### src/rtl/pwm_pkg.sv
// Shared helpers for the PWM compare stage: wrap detection and full-scale
// arithmetic usable with any counter width.
package pwm_pkg;

    // Reference counter width for the stage and its bench.
    localparam int unsigned PWM_DEFAULT_WIDTH = 32'd3;

    // Number of counts in one period of a WIDTH-bit up counter.
    function automatic int unsigned full_scale(input int unsigned width);
        return 32'd1 << width;
    endfunction

    // A wrap is the all-ones count followed directly by zero; a counter
    // parked at zero never produces one.
    function automatic logic is_wrap(input logic [31:0] prev,
                                     input logic [31:0] cur,
                                     input logic [31:0] all_ones);
        return (prev == all_ones) && (cur == 32'd0);
    endfunction

endpackage

### src/rtl/pwm_deadtime_gen.sv
// Dead-band generator: delays the compare result by one register and
// blanks both outputs for DEAD_CYCLES clocks after every transition, so
// the true and complementary outputs are never high together.
module pwm_deadtime_gen
    import pwm_pkg::*;
#(
    parameter int unsigned DEAD_CYCLES = 32'd1
) (
    input  logic clk,
    input  logic rst,
    input  logic cmp_i,
    input  logic started_i,
    output logic pwm_o,
    output logic pwm_n_o
);

    // Down-counter wide enough for DEAD_CYCLES, never narrower than one bit.
    localparam int unsigned DW = (DEAD_CYCLES > 32'd0) ? $clog2(DEAD_CYCLES + 32'd1) : 32'd1;
    localparam logic [DW-1:0] DEAD_LOAD = DW'(DEAD_CYCLES);

    logic          raw_q,   raw_d;
    logic [DW-1:0] dead_q,  dead_d;
    logic          pwm_q,   pwm_d;
    logic          pwm_n_q, pwm_n_d;
    logic          idle_s;

    // Next-state: restart the dead band on any change of the compare result.
    always_comb begin
        raw_d  = cmp_i;
        dead_d = dead_q;
        idle_s = (dead_q == {DW{1'b0}});
        if (cmp_i != raw_q) begin
            dead_d = DEAD_LOAD;
        end else if (!idle_s) begin
            dead_d = dead_q - DW'(1'b1);
        end else begin
            dead_d = dead_q;
        end
        pwm_d   = raw_q & idle_s;
        pwm_n_d = started_i & ~raw_q & idle_s;
    end

    // State and output registers.
    always_ff @(posedge clk or negedge rst) begin
        if (!rst) begin
            raw_q   <= 1'b0;
            dead_q  <= {DW{1'b0}};
            pwm_q   <= 1'b0;
            pwm_n_q <= 1'b0;
        end else begin
            raw_q   <= raw_d;
            dead_q  <= dead_d;
            pwm_q   <= pwm_d;
            pwm_n_q <= pwm_n_d;
        end
    end

    assign pwm_o   = pwm_q;
    assign pwm_n_o = pwm_n_q;

endmodule

### src/rtl/pwm_compare_stage.sv
// PWM compare stage: compares a free-running up counter with a duty value
// that is shadowed through a valid/ready handshake and only takes effect at
// counter wrap. Produces registered PWM / complementary outputs, a
// per-period tick and an "applied" pulse.
// Optional build macro PWM_DEADTIME_EN inserts a dead band of DEAD_CYCLES
// clocks around every output transition (pwm_deadtime_gen).
module pwm_compare_stage
    import pwm_pkg::*;
#(
    parameter int unsigned WIDTH       = PWM_DEFAULT_WIDTH,
    parameter int unsigned DEAD_CYCLES = 32'd1
) (
    input  logic             clk,
    input  logic             rst,
    input  logic [WIDTH-1:0] cnt_in,
    input  logic             cfg_valid,
    input  logic [WIDTH:0]   cfg_duty,
    output logic             cfg_ready,
    output logic             cfg_applied,
    output logic             period_tick,
    output logic             pwm_out,
    output logic             pwm_n_out
);

    localparam logic [WIDTH-1:0] ALL_ONES = {WIDTH{1'b1}};

    // Dead band longer than a period is not a meaningful configuration;
    // this block only exists to make such a setting visible in elaboration.
    if (DEAD_CYCLES >= full_scale(WIDTH)) begin : g_dead_cycles_out_of_range
    end

    logic [WIDTH-1:0] cnt_prev_q,  cnt_prev_d;
    logic             started_q,   started_d;
    logic             pend_q,      pend_d;
    logic [WIDTH:0]   duty_pend_q, duty_pend_d;
    logic [WIDTH:0]   duty_act_q,  duty_act_d;
    logic             applied_q,   applied_d;
    logic             tick_q,      tick_d;

    logic             wrap_s;
    logic             accept_s;
    logic             apply_s;
    logic             started_s;
    logic [WIDTH:0]   duty_sel_s;
    logic             cmp_s;

    // Wrap detection, handshake, shadow apply and the compare itself.
    // started_s includes the wrap cycle so count 0 of the first full period
    // is already driven.
    always_comb begin
        wrap_s     = is_wrap(32'(cnt_prev_q), 32'(cnt_in), 32'(ALL_ONES));
        accept_s   = cfg_valid & ~pend_q;
        apply_s    = wrap_s & pend_q;
        started_s  = started_q | wrap_s;
        duty_sel_s = apply_s ? duty_pend_q : duty_act_q;
        cmp_s      = started_s & ({1'b0, cnt_in} < duty_sel_s);

        cnt_prev_d  = cnt_in;
        started_d   = started_s;
        tick_d      = wrap_s;
        applied_d   = apply_s;
        duty_act_d  = duty_act_q;
        duty_pend_d = duty_pend_q;
        pend_d      = pend_q;
        if (apply_s) begin
            duty_act_d = duty_pend_q;
            pend_d     = 1'b0;
        end else if (accept_s) begin
            duty_pend_d = cfg_duty;
            pend_d      = 1'b1;
        end else begin
            pend_d = pend_q;
        end
    end

    // Control and shadow registers.
    always_ff @(posedge clk or negedge rst) begin
        if (!rst) begin
            cnt_prev_q  <= {WIDTH{1'b0}};
            started_q   <= 1'b0;
            pend_q      <= 1'b0;
            duty_pend_q <= {(WIDTH+1){1'b0}};
            duty_act_q  <= {(WIDTH+1){1'b0}};
            applied_q   <= 1'b0;
            tick_q      <= 1'b0;
        end else begin
            cnt_prev_q  <= cnt_prev_d;
            started_q   <= started_d;
            pend_q      <= pend_d;
            duty_pend_q <= duty_pend_d;
            duty_act_q  <= duty_act_d;
            applied_q   <= applied_d;
            tick_q      <= tick_d;
        end
    end

    assign cfg_ready   = ~pend_q;
    assign cfg_applied = applied_q;
    assign period_tick = tick_q;

`ifdef PWM_DEADTIME_EN
    pwm_deadtime_gen #(
        .DEAD_CYCLES (DEAD_CYCLES)
    ) u_deadtime (
        .clk       (clk),
        .rst       (rst),
        .cmp_i     (cmp_s),
        .started_i (started_q),
        .pwm_o     (pwm_out),
        .pwm_n_o   (pwm_n_out)
    );
`else
    logic pwm_q,   pwm_d;
    logic pwm_n_q, pwm_n_d;

    // Output next-state: direct compare and its started-gated complement.
    always_comb begin
        pwm_d   = cmp_s;
        pwm_n_d = started_s & ~cmp_s;
    end

    // Output registers.
    always_ff @(posedge clk or negedge rst) begin
        if (!rst) begin
            pwm_q   <= 1'b0;
            pwm_n_q <= 1'b0;
        end else begin
            pwm_q   <= pwm_d;
            pwm_n_q <= pwm_n_d;
        end
    end

    assign pwm_out   = pwm_q;
    assign pwm_n_out = pwm_n_q;
`endif

endmodule

### config.mk
export PLATFORM = sky130hd
export DESIGN_NAME = pwm_compare_stage
export DESIGN_NICKNAME = d
export VERILOG_FILES = /design/src/rtl/pwm_pkg.sv /design/src/rtl/pwm_deadtime_gen.sv /design/src/rtl/pwm_compare_stage.sv
export SDC_FILE = /design/constraint.sdc
export NUM_CORES = 1
export LEC_CHECK = 0
export BUFFER_PORTS_ARGS = -buffer_cell sky130_fd_sc_hd__buf_2
export CAP_MARGIN = 20
export CORE_MARGIN = 2
export CORE_UTILIZATION = 35
export DETAILED_ROUTE_END_ITERATION = 16
export GPL_TIMING_DRIVEN = 0
export PLACE_DENSITY = 0.58
export SLEW_MARGIN = 20
export SYNTH_ARGS = -nofsm -noshare
export SYNTH_HDL_FRONTEND = slang
export SYNTH_SLANG_ARGS = --single-unit
### constraint.sdc
create_clock -name clk -period 2.5 [get_ports clk]
set_clock_uncertainty 0.1 [all_clocks]
set_input_delay 0.25 -clock clk [delete_from_list [all_inputs] [get_ports clk]]
set_output_delay 0.25 -clock clk [all_outputs]
set_load 0.02 [all_outputs]
==> results of run 1 <==
worst register-to-register path, delay by kind of cell (launching register included):
kind | cells | cell delay [ps]
AND/OR/NAND/NOR | 2 | 360
AO/OA/AOI/OAI | 4 | 680
flip-flops | 1 | 380
buffers and inverters | 2 | 160
multiplexers | 1 | 340
adder cells (fa/ha/maj) | 1 | 210
cell families after synthesis:
kind of cell	Yosys count	share of synthesized area
adders and majority gates	2	0.0338
muxes	9	0.139
buffers and inverters	7	0.0389
DFF	17	0.575
and+or+nand+nor	15	0.132
AOI/OAI and AO/OA	7	0.0812
cells in the final DEF (no fill, tap or decap), drive strengths merged, types with 2 or more instances in the layout:
| cell type | n |
|---|---|
| ha | 2 |
| buf | 15 |
| dlygate4sd3 | 2 |
| clkbuf | 3 |
| nand2 | 3 |
| dfrtp | 17 |
| nor2 | 6 |
| mux2 | 7 |
| mux2i | 2 |
| inv | 7 |
area by class of cell:
class	instances	area [um2]
multi-input cells	33	285
flip-flops and latches	17	425
inverters	7	28.8
clock inverters	1	5.00
fillers	187	1080
repair buffers	17	97.6
well taps	27	33.8
clock buffers	3	22.5
routing by layer:
metal  part of all wire  routed length (um)  up-vias  GRT usage
li1                   -                   -      239          -
met1               0.51                 608      226      0.167
met2               0.44                 524       13      0.160
met3              0.055                  66        0     0.0182
met4                  0                   0        0     0.0556
met5                  0                   0        -          0
worst paths after layout:
kind	to	from	depth (start not counted)
worst max-delay path	pwm_out$_DFF_PN0_	pend_q$_DFFE_PN0P_	10
min in group asynchronous	cfg_applied$_DFF_PN0_	rst	2
worst min register to register	started_q$_DFF_PN0_	started_q$_DFF_PN0_	2
worst min-delay path	cnt_prev_q[2]$_DFF_PN0_	cnt_in[2]	1
max in group asynchronous	pend_q$_DFFE_PN0P_	rst	2
worst max register to register	pwm_out$_DFF_PN0_	pend_q$_DFFE_PN0P_	10
cell usage after synthesis (all sizes together):
library cell / number / area [um2]
mux2: 7 / 82.6
nor2: 6 / 22.5
dfrtp: 17 / 425
and4b: 1 / 13.8
a221oi: 1 / 15.0
nor2b: 1 / 6.26
and2: 1 / 6.26
o211ai: 1 / 7.51
ha: 2 / 25.0
o211a: 1 / 10.0
nand3: 1 / 5.00
mux2i: 2 / 20.0
a31o: 1 / 8.76
o21ai: 1 / 5.00
a21oi: 1 / 5.00
nand2b: 1 / 6.26
nand2: 3 / 18.8
a211o: 1 / 8.76
inv: 7 / 28.8
nor3b: 1 / 18.8
per-stage QoR:
| step | setup WS [ps] | util | instances | hold slack, ps |
|---|---|---|---|---|
| 4_1_cts | 148 | 0.449 | 104 | 29.6 |
| 2_1_floorplan | 363 | - | 57 | -146 |
| 3_5_place_dp | 140 | 0.426 | 98 | 89.3 |
| 3_3_place_gp | 129 | 0.426 | 98 | 86.9 |
| 6_report | 182 | 0.453 | 105 | 41.1 |
| 5_1_grt | 52.8 | 0.453 | 105 | 23.8 |
power groups by stage:
stage	clock (mW)	combinational (mW)	sequential [mW]
3_5_place_dp	0	0.147	0.358
5_1_grt	0.161	0.172	0.361
4_1_cts	0.150	0.152	0.352
2_1_floorplan	0	0.0938	0.366
6_report	0.144	0.152	0.351
3_3_place_gp	0	0.146	0.357
registers in the layout, indices dropped and copies added, names as in the netlist:
| name | flops |
|---|---|
| duty_act_q | 4 |
| started_q | 1 |
| pwm_out | 1 |
| period_tick | 1 |
| cnt_prev_q | 3 |
| pwm_n_out | 1 |
| cfg_applied | 1 |
| duty_pend_q | 4 |
| pend_q | 1 |
repair_timing:
item	CTS	global route
endpoints found under the hold margin	18	0
hold buffers	2	0
setup endpoints to repair	0	1
buffers inserted	0	1
==> key figures, run 1 <==
Clocking
  • Clock latency on the worst-skew pair: 280 ps
  • Root buf cell: clkbuf_4
  • Clock transition at path regs: 100 ps
  • CTS-repair resized insts: 0
  • Clk buf depth: 2
  • CTS buffer count: 3
  • TritonCTS clock tree: built
  • Clock sink count: 17
  • Htree depth: 1

Pwr
  • Pwr Total: 0.648 mW
  • Comb pwr share: 0.235
  • Seq pwr share: 0.542
  • Int Pwr: 0.461 mW
  • VDD IR max: 0.311 mV
  • Power Dens Cells: 721 nW/um2
  • Switching Share: 0.288
  • Clock share of power: 0.223
  • NetSw: 0.187 mW
  • Lkg Pwr: 0.479 nW

Die
  • Die height: 50.0 um
  • Starting density of the core: 0.373
  • Row count: 16
  • I/O Pins: 15
  • DIE WIDTH: 50.0 um
  • Core Footprint: 1980 um2
  • Full die area: 2500 um2

Setup path
  • Crit Path Class: reg2reg
  • CP top delay family: compound AO/OA/AOI/OAI gates
  • Critical Path Slowest Stage Cell: dfrtp_1
  • Crit-path cells: nor3b_4, nand2_4, inv_4, mux2_2, inv_1, ha_1, o21ai_0, a31o_2, a21oi_1, a221oi_2
  • Worst setup EP type: register
  • Worst Path Arrival: 2420 ps
  • CP Buf/Inv Count: 2
  • R2R Setup Slk: 180 ps
  • Type of origin of the critical path: register
  • Data required, critical path: 2600 ps
  • Max incr delay on CP: 380 ps
  • Worst-path fanout max: 5

Logic synthesis
  • Cell Area, Synth: 739 um2
  • Seq/Total Area, Yosys: 0.575
  • Net Count, Synth: 69
  • Cell variety after synth: 23
  • Yosys warns: 0
  • Post-synthesis register bit count: 17
  • Syn Inst Count: 57
  • Mean Syn Cell Area: 13.0 um2

Finish
  • Synth-to-layout area growth: 21.5%
  • Post-route cell area: 898 um2
  • Final nets: 91
  • Share of cells above drive strength 1: 0.410
  • Ant. Diodes: 0

Detailed routing
  • Vias per inst: 4.55
  • Initial drt markers: 7
  • Vias: 478
  • Final ANT Viol Nets: 0
  • Post-DR wirelength/cell: 11.4 um
  • Final WL: 1.20 mm
  • Drt pass-1 iters: 2
  • # DRC: 0

Outcome
  • Outcome: completed

STA
  • Finish-stage setup viols: 0
  • Setup TNS: 0 ps
  • Fin crit period: 2320 ps
  • Final worst-path cycle share: 0.927
  • Unrepaired setup endpoints after global routing: false
  • Max frequency: 431 MHz
  • Slew @ Worst Pin: 370 ps
  • Final hold vios: 0
  • Slew HR: 0.754
  • Final Max Tran Viols: 0

Place
  • Port Buffers: 14
  • Placement-stage cell area: 843 um2
  • Global placement routability congestion: 0.696
  • Hpwl dp: 866 um

Global route
  • Total track usage: 0.114
  • Gr ovfl total: 0
  • Antenna violations before repair: 0
  • Largest net degree at the start of global routing: 18
  • Vias in the first global route: 463
  • First-pass GRT wire length: 2.13 mm

Min path
  • Worst hold path type: in2reg

Job
  • Maxcap violations: 0
Power figures use the tool's default switching activity.
==> inputs of run 2 (changes only) <==
Settings changed: CTS_BUF_LIST set to sky130_fd_sc_hd__clkbuf_8.
==> run 2 against run 1 <==
- combinational power hardly changed
- via count is 2.7% lower
- count of clock-buffer cells in the layout stayed put
- total power is 8.3% higher
- first-iteration DRC count is 29% lower
- highest routed layer unchanged
==> key figures, run 2 (synthesis results as in run 1) <==
Outcome
  • Outcome: completed (unchanged)

STA
  • Slew HR: 0.753 (was 0.754)
  • Slew @ Worst Pin: 370 ps (about the same)
  • Fin crit period: 2280 ps (was 2320 ps)
  • Final hold vios: 0 (unchanged)
  • Worst hold slack: 36.7 ps (was 41.1 ps)
  • Setup TNS: 0 ps (unchanged)
  • Final worst-path cycle share: 0.912 (was 0.927)
  • Finish-stage setup viols: 0 (unchanged)
  • Final Max Tran Viols: 0 (unchanged)
  • Max frequency: 439 MHz (was 431 MHz)
  • Unrepaired setup endpoints after global routing: false (unchanged)

Min path
  • Worst hold path type: in2reg (unchanged)

Finish
  • Share of cells above drive strength 1: 0.408 (was 0.410)
  • Commonest non-fill, non-tap cells in the layout: 17 x dfrtp_1, 14 x buf_2, 6 x nor2_1, 6 x mux2_2, 6 x inv_1 (unchanged)
  • Final nets: 89 (was 91)
  • Ant. Diodes: 0 (unchanged)
  • Synth-to-layout area growth: 21.7% (was 21.5%)
  • Fillers: 190 (was 187)
  • Commonest non-fill, non-tap cell in the layout: dfrtp_1 (unchanged)
  • Top Registers: duty_act_q: 4 flops, duty_pend_q: 4 flops, cnt_prev_q: 3 flops (unchanged)
  • Non-filler instance count after layout: 103 (was 105)

Setup path
  • Data required, critical path: 2560 ps (was 2600 ps)
  • Max incr delay on CP: 410 ps (was 380 ps)
  • Worst-path fanout max: 5 (unchanged)
  • Crit-path cells: nor3b_4, nand2_4, inv_4, mux2_2, inv_1, ha_1, o21ai_1, a31o_2, a21oi_1, a221oi_2 (was nor3b_4, nand2_4, inv_4, mux2_2, inv_1, ha_1, o21ai_0, a31o_2, a21oi_1, a221oi_2)
  • Worst Path Arrival: 2340 ps (was 2420 ps)
  • Critical Path Slowest Stage Cell: dfrtp_1 (unchanged)
  • Type of origin of the critical path: register (unchanged)
  • Crit Path Class: reg2reg (unchanged)
  • Worst setup EP type: register (unchanged)

Detailed routing
  • Initial drt markers: 5 (was 7)
  • # DRC: 0 (unchanged)
  • Final ANT Viol Nets: 0 (unchanged)
  • Vias: 465 (was 478)
  • Vias per inst: 4.51 (was 4.55)
  • Post-DR wirelength/cell: 11.2 um (was 11.4 um)
  • Drt pass-1 iters: 4 (was 2)
  • Final WL: 1.15 mm (was 1.20 mm)

Pwr
  • Switching Share: 0.270 (was 0.288)
  • Clock share of power: 0.283 (was 0.223)
  • Power Dens Cells: 780 nW/um2 (was 721 nW/um2)
  • NetSw: 0.189 mW (was 0.187 mW)
  • Comb pwr share: 0.215 (was 0.235)
  • Seq pwr share: 0.502 (was 0.542)
  • VDD IR max: 0.324 mV (was 0.311 mV)
  • Int Pwr: 0.512 mW (was 0.461 mW)
  • Lkg Pwr: 0.479 nW (about the same)

Place
  • Port Buffers: 14 (unchanged)
  • Placed cell count: 98 (unchanged)
  • Hpwl dp: 866 um (unchanged)
  • Global placement routability congestion: 0.696 (unchanged)

Clocking
  • Htree depth: 1 (unchanged)
  • Clock transition at path regs: 60 ps (was 100 ps)
  • Clock sink count: 17 (unchanged)
  • TritonCTS clock tree: built (unchanged)
  • CTS buffer count: 3 (unchanged)
  • Root buf cell: clkbuf_8 (was clkbuf_4)
  • Clock latency on the worst-skew pair: 250 ps (was 280 ps)
  • Clk buf depth: 2 (unchanged)

Die
  • DIE WIDTH: 50.0 um (unchanged)
  • Starting density of the core: 0.373 (unchanged)
  • Core Footprint: 1980 um2 (unchanged)
  • Full die area: 2500 um2 (unchanged)
  • Die height: 50.0 um (unchanged)
  • Row count: 16 (unchanged)
  • I/O Pins: 15 (unchanged)

Global route
  • Vias in the first global route: 456 (was 463)
  • Gr ovfl total: 0 (unchanged)
  • First-pass GRT wire length: 2.08 mm (was 2.13 mm)
  • Largest net degree at the start of global routing: 18 (unchanged)
  • Total track usage: 0.110 (was 0.114)
  • Antenna violations before repair: 0 (unchanged)

Job
  • Maxcap violations: 0 (unchanged)
## run 2: changes by cell type in the layout (fill, tap and decap cells not counted), sizes merged
| cell | before | now |
|---|---|---|
| buf | 15 | 14 |
| dlygate4sd3 | 2 | 1 |
## run 2: final cells by class
cell class | instances | area [um2] | area share
repair buffers | 15 | 80.1 | 0.0890
clock buffers | 3 | 41.3 | 0.0459
multi-input cells | 33 | 285 | 0.317
inverters | 7 | 28.8 | 0.0320
clock inverters | 1 | 5.00 | 0.00556
well taps | 27 | 33.8 | 0.0376
flip-flops and latches | 17 | 425 | 0.473
## run 2: power groups by stage
stage / combinational, mW / sequential (mW) / clock [mW]
2_1_floorplan: 0.0938 / 0.366 / 0
3_3_place_gp: 0.146 / 0.357 / 0
3_5_place_dp: 0.147 / 0.358 / 0
4_1_cts: 0.150 / 0.353 / 0.206
5_1_grt: 0.171 / 0.362 / 0.218
6_report: 0.151 / 0.352 / 0.199
## run 2: worst max-delay path: cells and delay by family, from the launching register on
kind / cells / cell delay (ps)
DFF: 1 / 410
AOI/OAI and AO/OA: 4 / 580
buffers and inverters: 2 / 150
and+or+nand+nor: 2 / 380
muxes: 1 / 340
adders and majority gates: 1 / 210
## run 2: routing by layer
layer	track usage	wire, um	vias up
met5	0	0	-
met4	0.0556	0	0
met3	0.0182	64	0
met2	0.151	491	15
met1	0.163	595	217
li1	-	-	233
## run 2: path summary, 6_finish.rpt
| path | endpoint | slack (ps) | start | depth (start not counted) |
|---|---|---|---|---|
| setup / recovery | pwm_out$_DFF_PN0_ | 220 | pend_q$_DFFE_PN0P_ | 10 |
| hold / removal | cnt_prev_q[0]$_DFF_PN0_ | 40 | cnt_in[0] | 1 |
| setup reg to reg | pwm_out$_DFF_PN0_ | 220 | pend_q$_DFFE_PN0P_ | 10 |
| hold reg to reg | started_q$_DFF_PN0_ | 390 | started_q$_DFF_PN0_ | 2 |
| max in group asynchronous | pend_q$_DFFE_PN0P_ | 1690 | rst | 2 |
| min in group asynchronous | cfg_applied$_DFF_PN0_ | 340 | rst | 2 |
## run 2: repair_timing
item	CTS	global route
hold buffers	1	0
endpoints found under the hold margin	17	0
setup buffers	0	0
setup endpoints to repair	0	1
gates resized for setup	0	1
## run 2: stage by stage
stage / cell area, um2 / total power, mW / utilization / setup slack (ps)
floorplan: 739 / 0.460 / - / 363
global placement: 843 / 0.503 / 0.426 / 129
detailed placement: 843 / 0.506 / 0.426 / 140
CTS: 900 / 0.709 / 0.454 / 155
global route: 900 / 0.751 / 0.454 / 58.6
finish: 900 / 0.702 / 0.454 / 220
==> inputs of run 3 (changes only) <==
Settings changed: CORE_ASPECT_RATIO set to 0.9.
Clock period 2.5 ns to 2.92 ns, I/O delays scaled along.
==> run 3 against run 2 <==
- final cell count down 1.9%
- sequential share of layout area up 0.20 points
- largest power group unchanged
- sequential power down 14%
- highest routed layer is now met4
- critical path type unchanged
- die area about the same
- non-clock buffer count unchanged
- maximum frequency down 3.8%
- total power down 15%
- count of clock-buffer cells in the layout unchanged
- critical endpoint unchanged
- first-iteration DRC count down 20%
- clock power down 18%
- combinational power down 16%
- setup slack better by 330 ps
==> key figures, run 3 (synthesis results as in run 1) <==
Global route
  • Total track usage: 0.126 (was 0.110)
  • Vias in the first global route: 508 (was 456)
  • Largest net degree at the start of global routing: 18 (unchanged)
  • Antenna violations before repair: 0 (unchanged)
  • First-pass GRT wire length: 2.17 mm (was 2.08 mm)
  • Gr ovfl total: 0 (unchanged)

Place
  • Hpwl dp: 961 um (was 866 um)
  • Global placement routability congestion: 0.743 (was 0.696)
  • Placement-stage cell area: 841 um2 (was 843 um2)
  • Port Buffers: 14 (unchanged)

Min path
  • Worst hold path type: in2reg (unchanged)
  • HP Start: cnt_in[0] (unchanged)

Detailed routing
  • Post-DR wirelength/cell: 11.9 um (was 11.2 um)
  • # DRC: 0 (unchanged)
  • Final ANT Viol Nets: 0 (unchanged)
  • Initial drt markers: 4 (was 5)
  • Final WL: 1.20 mm (was 1.15 mm)
  • Drt pass-1 iters: 2 (was 4)
  • Vias per inst: 4.75 (was 4.51)
  • Vias: 480 (was 465)

Setup path
  • Worst Path Arrival: 2420 ps (was 2340 ps)
  • Reg-to-Reg Start: pend_q$_DFFE_PN0P_ (unchanged)
  • Worst-path fanout max: 5 (unchanged)
  • Critical Path Start: pend_q$_DFFE_PN0P_ (unchanged)
  • Type of origin of the critical path: register (unchanged)
  • Data required, critical path: 2970 ps (was 2560 ps)
  • Crit-path cells: nor3b_4, nand2_4, inv_4, mux2_2, inv_1, ha_1, o21ai_0, a31o_2, a21oi_1, a221oi_2 (was nor3b_4, nand2_4, inv_4, mux2_2, inv_1, ha_1, o21ai_1, a31o_2, a21oi_1, a221oi_2)
  • Crit Path Class: reg2reg (unchanged)
  • Max incr delay on CP: 420 ps (was 410 ps)
  • Worst setup EP type: register (unchanged)
  • Critical Path Slowest Stage Cell: dfrtp_1 (unchanged)

Clocking
  • Htree depth: 1 (unchanged)
  • Clock transition at path regs: 60 ps (about the same)
  • Clk buf depth: 2 (unchanged)
  • CTS buffer count: 3 (unchanged)
  • Clock sink count: 17 (unchanged)
  • Clock latency on the worst-skew pair: 240 ps (was 250 ps)
  • TritonCTS clock tree: built (unchanged)
  • Root buf cell: clkbuf_8 (unchanged)

STA
  • Max frequency: 422 MHz (was 439 MHz)
  • Unrepaired setup endpoints after global routing: false (unchanged)
  • Slew @ Worst Pin: 369 ps (was 370 ps)
  • Fin crit period: 2370 ps (was 2280 ps)
  • Setup TNS: 0 ps (unchanged)
  • Final worst-path cycle share: 0.811 (was 0.912)
  • Final Max Tran Viols: 0 (unchanged)
  • Finish-stage setup viols: 0 (unchanged)
  • Slew HR: 0.754 (was 0.753)
  • Final hold vios: 0 (unchanged)

Die
  • DIE WIDTH: 52.5 um (was 50.0 um)
  • Full die area: 2500 um2 (about the same)
  • I/O Pins: 15 (unchanged)
  • Starting density of the core: 0.379 (was 0.373)
  • Row count: 15 (was 16)
  • Core Footprint: 1950 um2 (was 1980 um2)
  • Die height: 47.6 um (was 50.0 um)

Finish
  • Top Registers: duty_act_q: 4 flops, duty_pend_q: 4 flops, cnt_prev_q: 3 flops (unchanged)
  • Ant. Diodes: 0 (unchanged)
  • Share of cells above drive strength 1: 0.395 (was 0.408)
  • Final nets: 89 (unchanged)
  • Synth-to-layout area growth: 21.2% (was 21.7%)
  • Fillers: 194 (was 190)
  • Post-route cell area: 896 um2 (was 900 um2)
  • Commonest non-fill, non-tap cells in the layout: 17 x dfrtp_1, 14 x buf_2, 7 x inv_1 (was 17 x dfrtp_1, 14 x buf_2, 6 x nor2_1, 6 x mux2_2, 6 x inv_1)
  • Finished Core Util: 0.459 (was 0.454)
  • Commonest non-fill, non-tap cell in the layout: dfrtp_1 (unchanged)

Pwr
  • VDD IR max: 0.384 mV (was 0.324 mV)
  • Lkg Pwr: 0.480 nW (was 0.479 nW)
  • Power Dens Cells: 662 nW/um2 (was 780 nW/um2)

Job
  • Maxcap violations: 0 (unchanged)

Outcome
  • Outcome: completed (unchanged)
==> run 3: changes by cell type in the layout (fill, tap and decap cells not counted) <==
| cell | change |
|---|---|
| o21ai_0 | +1 |
| clkinv_2 | -1 |
| inv_1 | +1 |
| o21ai_1 | -1 |
==> run 3: worst paths after layout <==
kind                            depth (start not counted)  slack [ps]                       to
min in group asynchronous                               2         390  duty_act_q[3]$_DFF_PN0_
worst min-delay path                                    1          90  cnt_prev_q[0]$_DFF_PN0_
worst max register to register                         10         550        pwm_out$_DFF_PN0_
worst max-delay path                                   10         550        pwm_out$_DFF_PN0_
max in group asynchronous                               2        2060    cfg_applied$_DFF_PN0_
worst min register to register                          2         400      started_q$_DFF_PN0_
==> run 3: through the flow <==
stage / hold slack [ps] / setup slack (ps) / total power [mW] / instances
6_report: 91.5 / 551 / 0.593 / 101
5_1_grt: 79.9 / 363 / 0.639 / 101
4_1_cts: 86.4 / 554 / 0.604 / 101
3_5_place_dp: 134 / 480 / 0.436 / 96
3_3_place_gp: 131 / 507 / 0.432 / 96
2_1_floorplan: -104 / 783 / 0.394 / 57
==> run 3: cell type report <==
type	count	area, um2	share of cell area
multi-input cells	33	285	0.318
well taps	25	31.3	0.0349
repair buffers	15	80.1	0.0894
clock buffers	3	41.3	0.0461
inverters	7	28.8	0.0321
clock inverters	1	3.75	0.00419
flip-flops and latches	17	425	0.475
==> run 3: power by group <==
part | leakage, nW | switching, mW | internal [mW]
registers | 0.209 | 0.0234 | 0.280
clock network | 0.0269 | 0.0698 | 0.0930
logic | 0.244 | 0.0641 | 0.0633
==> run 3: metal layers <==
| layer | global-route usage | part of all wire |
|---|---|---|
| met2 | 0.198 | 0.44 |
| met3 | 0.0563 | 0.072 |
| met1 | 0.153 | 0.48 |
| met4 | 0.0564 | 0.0092 |
| met5 | 0 | 0 |
==> run 3: critical path, delay by kind of cell (launching register included) <==
kind | cells | cell delay [ps]
AND/OR/NAND/NOR | 2 | 370
buffers and inverters | 2 | 150
adder cells (fa/ha/maj) | 1 | 210
multiplexers | 1 | 340
AO/OA/AOI/OAI | 4 | 680
flip-flops | 1 | 420
==> run 3: timing repair <==
action	in CTS	in global routing
setup buffers	0	0
hold buffers	1	0
endpoints found under the hold margin	17	0
resized for setup	0	0
